--- src/rtl/intt_gs_butterfly_if.sv ---
// Sample bus for the inverse-NTT Gentleman-Sande butterfly.
// The source drives operands and stall enable; the butterfly returns u/v.
interface intt_gs_butterfly_if;
    logic        en;
    logic        valid_in;
    logic        mod_in;
    logic [24:0] a;
    logic [24:0] b;
    logic [24:0] w;
    logic        valid_out;
    logic        mod_out;
    logic [24:0] u;
    logic [24:0] v;

    modport master (
        output en, valid_in, mod_in, a, b, w,
        input  valid_out, mod_out, u, v
    );

    modport slave (
        input  en, valid_in, mod_in, a, b, w,
        output valid_out, mod_out, u, v
    );
endinterface

--- src/rtl/intt_gs_butterfly.sv ---
// 4-stage Gentleman-Sande butterfly: u = a+b, v = (a-b)*w, mod q24 or q25.
// Modulus select rides with each sample; en stalls every register.
module intt_gs_butterfly #(
    parameter int LAT = 4
) (
    input logic              clk,
    input logic              rst_n,
    intt_gs_butterfly_if.slave io
);

    localparam logic [24:0] Q24 = 25'd16515073;
    localparam logic [24:0] Q25 = 25'd33292289;

    // Fold p = hi*2^k + lo into hi*(2^18-1) + lo; five folds give < 2q.
    function automatic logic [26:0] fold(input logic [49:0] p,
                                         input logic m24);
        logic [50:0] x;
        logic [50:0] hi;
        logic [50:0] lo;
        x = {1'b0, p};
        for (int i = 0; i < 5; i++) begin
            hi = m24 ? (x >> 24) : (x >> 25);
            lo = m24 ? {27'b0, x[23:0]} : {26'b0, x[24:0]};
            x  = (hi << 18) - hi + lo;
        end
        return 27'(x);
    endfunction

    logic [LAT-1:0] vld;
    logic [LAT-1:0] md;
    logic [24:0]    s1, d1, w1;
    logic [24:0]    s2, s3;
    logic [49:0]    p2;
    logic [26:0]    r3;
    logic [24:0]    u4, v4;

    logic [24:0]    q_in, q3;
    logic [25:0]    sum;
    logic [24:0]    dif;
    logic [24:0]    s_n, d_n, v_n;
    logic [26:0]    r_a;
    logic [26:0]    r_n;

    always_comb begin
        q_in = io.mod_in ? Q24 : Q25;
        sum  = {1'b0, io.a} + {1'b0, io.b};
        s_n  = (sum >= {1'b0, q_in}) ? 25'(sum - {1'b0, q_in})
                                     : sum[24:0];
        dif  = io.a - io.b;
        d_n  = (io.a < io.b) ? dif + q_in : dif;

        r_n  = fold(p2, md[1]);

        q3   = md[2] ? Q24 : Q25;
        r_a  = (r3 >= {1'b0, q3, 1'b0}) ? r3 - {1'b0, q3, 1'b0} : r3;
        v_n  = (r_a >= {2'b0, q3}) ? 25'(r_a - {2'b0, q3})
                                   : r_a[24:0];
    end

    always_ff @(posedge clk or negedge rst_n) begin
        if (!rst_n) begin
            vld <= '0;
            md  <= '0;
            s1  <= '0;
            d1  <= '0;
            w1  <= '0;
            s2  <= '0;
            p2  <= '0;
            s3  <= '0;
            r3  <= '0;
            u4  <= '0;
            v4  <= '0;
        end else if (io.en) begin
            vld <= {vld[LAT-2:0], io.valid_in};
            md  <= {md[LAT-2:0], io.mod_in};
            s1  <= s_n;
            d1  <= d_n;
            w1  <= io.w;
            s2  <= s1;
            p2  <= d1 * w1;
            s3  <= s2;
            r3  <= r_n;
            u4  <= s3;
            v4  <= v_n;
        end
    end

    assign io.valid_out = vld[LAT-1];
    assign io.mod_out   = md[LAT-1];
    assign io.u         = u4;
    assign io.v         = v4;

endmodule
--- src/flat_wrapper.sv ---
// flat-port wrapper written by rule: the top's interface ports become plain ports
module intt_gs_butterfly_flat 
#(
    parameter int LAT = 4
)
  (clk, rst_n, io_en, io_valid_in, io_mod_in, io_a, io_b, io_w, io_valid_out, io_mod_out, io_u, io_v);
  intt_gs_butterfly_if io_i ();
  input logic clk;
  input logic rst_n;
  input wire logic [$bits(io_i.en)-1:0] io_en;
  input wire logic [$bits(io_i.valid_in)-1:0] io_valid_in;
  input wire logic [$bits(io_i.mod_in)-1:0] io_mod_in;
  input wire logic [$bits(io_i.a)-1:0] io_a;
  input wire logic [$bits(io_i.b)-1:0] io_b;
  input wire logic [$bits(io_i.w)-1:0] io_w;
  output wire logic [$bits(io_i.valid_out)-1:0] io_valid_out;
  output wire logic [$bits(io_i.mod_out)-1:0] io_mod_out;
  output wire logic [$bits(io_i.u)-1:0] io_u;
  output wire logic [$bits(io_i.v)-1:0] io_v;
  assign io_i.en = io_en;
  assign io_i.valid_in = io_valid_in;
  assign io_i.mod_in = io_mod_in;
  assign io_i.a = io_a;
  assign io_i.b = io_b;
  assign io_i.w = io_w;
  assign io_valid_out = io_i.valid_out;
  assign io_mod_out = io_i.mod_out;
  assign io_u = io_i.u;
  assign io_v = io_i.v;
  intt_gs_butterfly #(.LAT(LAT)) u_core (.clk(clk), .rst_n(rst_n), .io(io_i));
endmodule
--- config.mk ---
export PLATFORM = sky130hd
export DESIGN_NAME = intt_gs_butterfly_flat
export DESIGN_NICKNAME = d
export VERILOG_FILES = /design/src/rtl/intt_gs_butterfly_if.sv /design/src/rtl/intt_gs_butterfly.sv /design/src/flat_wrapper.sv
export SDC_FILE = /design/constraint.sdc
export NUM_CORES = 2
export LEC_CHECK = 0
export BUFFER_PORTS_ARGS = -buffer_cell sky130_fd_sc_hd__buf_4
export CAP_MARGIN = 20
export CORE_MARGIN = 2
export CORE_UTILIZATION = 30
export CTS_CLUSTER_SIZE = 16
export DETAILED_ROUTE_END_ITERATION = 10
export PLACE_DENSITY_LB_ADDON = 0.25
export SLEW_MARGIN = 30
export SYNTH_ARGS = -nofsm -noshare
export SYNTH_HDL_FRONTEND = slang
export SYNTH_SLANG_ARGS = --single-unit
--- constraint.sdc ---
create_clock -name clk -period 41.8 [get_ports clk]
set_input_delay 4.18 -clock clk [delete_from_list [all_inputs] [get_ports clk]]
set_output_delay 4.18 -clock clk [all_outputs]
set_load 0.05 [all_outputs]
==> metrics.yaml <==
syn_area_sq_um: 47400
fp.dieW_um: 401
dp.cells: 7378
fin_nets: 6539
min_period_over_period_pct: 53.3
final-setup-viol-count: 0
synth_most_common_cell: "inv_1"
synthTopCellsByCount: "811 x inv_1, 599 x nand2_1, 560 x fa_1, 542 x ha_1, 276 x a21oi_1"
cts-htree-levels: 2
status: "finished clean"
syn-num-nets: 6517
worstPathRequired_ns: 42.25
routed_via_density: 4.94
cpMaxStageDelayCell: "buf_4"
n_antenna_cell: 0
clk_pin_slew_worst_paths_ns: 0.06
drt_drc_violations_left: 0
max_cap_viol_count: 0
hold_violations: 0
drtIter0Drc: 2080
async_reset_ff_share_pct: 100
place_area_sq_um: 50600
post-dp-hpwl_um: 110000
vias: 36800
met3_length_um: 5930
finalSetupTns_ns: 0
wl_met1_um: 65000
max_stage_delay_ns: 0.67
std_cell_rows: 145
drive_gt1_share_pct: 10.5
initial_core_util_pct: 30.3
firstDrtPassIters: 5
grt_pass1_wl_um: 221000
syn_to_final_growth_pct: 9.40
ctsHoldBuffers: 0
critPathKind: "flip-flop to flip-flop"
synth.avg_cell_area_sq_um: 8.88
synth_flop_cell: "dfrtp_1"
die_h_um: 401
top_layer: "met4"
worst_pin_slew_ns: 0.898
ys_ff_latch: 260
grt_antenna_before_repair: 2
clock_latency_ns: 0.59
yosysTopAreaCellShare_pct: 23.7
crit_top_cell: "a21oi_1"
clock-sinks: 260
grt_setup_unrepaired: "no"
root_buffer: "clkbuf_16"
fmax_mhz: 44.9
slew_viol_final: 0
fin_area_sq_um: 51800
slew_headroom_pct: 38.6
startpoint_type: "flip-flop"
grt_max_degree: 105
synth_warnings: 0
period_needed_ns: 22.29
cts-buffers-inserted: 35
drt_wl_total_um: 138000
cts_buffer_depth: 3
finClkSkew_ns: 0.0293
routedWlPerCell_um: 18.5
min_path_cells: 2
cp-end-kind: "flip-flop"
core_area_sq_um: 157000
routabilityCongestion: 0.922
yosys.area.top_type: "fa_1"
io_pins: 132
crit_arrival_ns: 22.74
ys_types: 119
ys_seq_area_share_pct: 13.7
instances_no_fill: 7441
reg2reg_slack_ns: 19.51
dieArea_sq_um: 161000
synth_cells: 5335
cts-resized-gates: 0
grt-ovfl-total: 0
ant_nets: 0
portBuffers: 131
synth_edf_count: 0
grt_pass1_vias: 37900
hold_path_class: "flip-flop to flip-flop"
postCtsSetupRepairBufs: 0
utilization_pct: 33.1
grt_usage_pct: 17.3
cts_tree: "yes"
ys_top_cells_by_area: "fa_1 24%, ha_1 14%, dfrtp_1 14%"
wl_met2_um: 63800
rr_worst_depth: 92
crit_fanout: 71
-- final cells by class --
type / instances / area, sq um
Fill cell: 16400 / 105000
Multi-Input combinational cell: 4053 / 37000
Clock buffer: 43 / 936
Inverter: 815 / 3060
Tap cell: 2058 / 2570
Timing Repair Buffer: 192 / 1470
Clock inverter: 20 / 239
Sequential cell: 260 / 6520
-- metrics by stage --
step,hold slack [ns],setup slack [ns]
2_1_floorplan,0.446,21.62
3_3_place_gp,0.483,20.20
3_5_place_dp,0.476,19.79
4_1_cts,0.499,19.65
5_1_grt,0.511,17.57
6_report,0.495,19.51
-- cell families (layout without fill, tap and decap cells) --
group | Yosys count | in the layout | share of synthesized area (%)
flops | 260 | 260 | 13.7
simple gates | 1443 | 1443 | 14.7
xor+xnor | 365 | 365 | 6.76
mux | 284 | 284 | 6.60
buf+inv | 1022 | 1070 | 8.14
fa+ha+maj | 1103 | 1103 | 38.0
compound gates | 858 | 858 | 12.1
-- state kept, by name, indices dropped and copies added (netlist names) --
name         cells
u_core.d1       25
u_core.io.u     25
u_core.io.v     25
u_core.md        4
u_core.p2       50
u_core.r3       27
u_core.s1       25
u_core.s2       25
u_core.s3       25
u_core.vld       4
u_core.w1       25
-- worst max-delay path: cells and delay by family (launching register included) --
family                   cells  cell delay, ns
buffers and inverters        6            1.09
multiplexers                 4            1.43
AND/OR/NAND/NOR             10            1.49
AO/OA/AOI/OAI               56           13.21
adder cells (fa/ha/maj)     10            3.39
flip-flops                   1            0.64
XOR/XNOR                     6            0.85
-- layout by cell type (no fill, tap or decap), drive strengths merged, types with 11 or more instances in the layout --
cell type and count:
o31ai 16, dfrtp 260, a31oi 25, or2 18, clkinv 11, a21o 118, and2 246, xor2 107
xnor2 258, nand3 68, a211oi 29, nand2 600, ha 542, and3 44, nand4 33, nor2 231
o21bai 71, mux2i 57, nor2b 33, o21ai 150, or3 21, a21oi 282, mux2 227, inv 819
nor3 63, o21a 38, o211ai 15, nor4 15, nand2b 29, a21boi 14, fa 560, clkbuf 43
buf 192
-- worst paths after layout --
check,from,end
max,u_core.md[1],u_core.r3[26]
min,u_core.s1[16],u_core.s1[16]
max reg2reg,u_core.md[1],u_core.r3[26]
min reg2reg,u_core.s1[16],u_core.s1[16]
max in group asynchronous,rst_n,u_core.w1[13]
min in group asynchronous,rst_n,u_core.s3[4]
-- routing by layer --
metal,global-route usage (%),up-vias
met5,0,-
met4,3.80,0
met3,1.90,160
met2,28.7,790
met1,24.1,18300
li1,-,17500
Power is left out: the tool's default activity adds up to more than one toggle a clock period on the data nets, which glitch-free logic cannot reach.
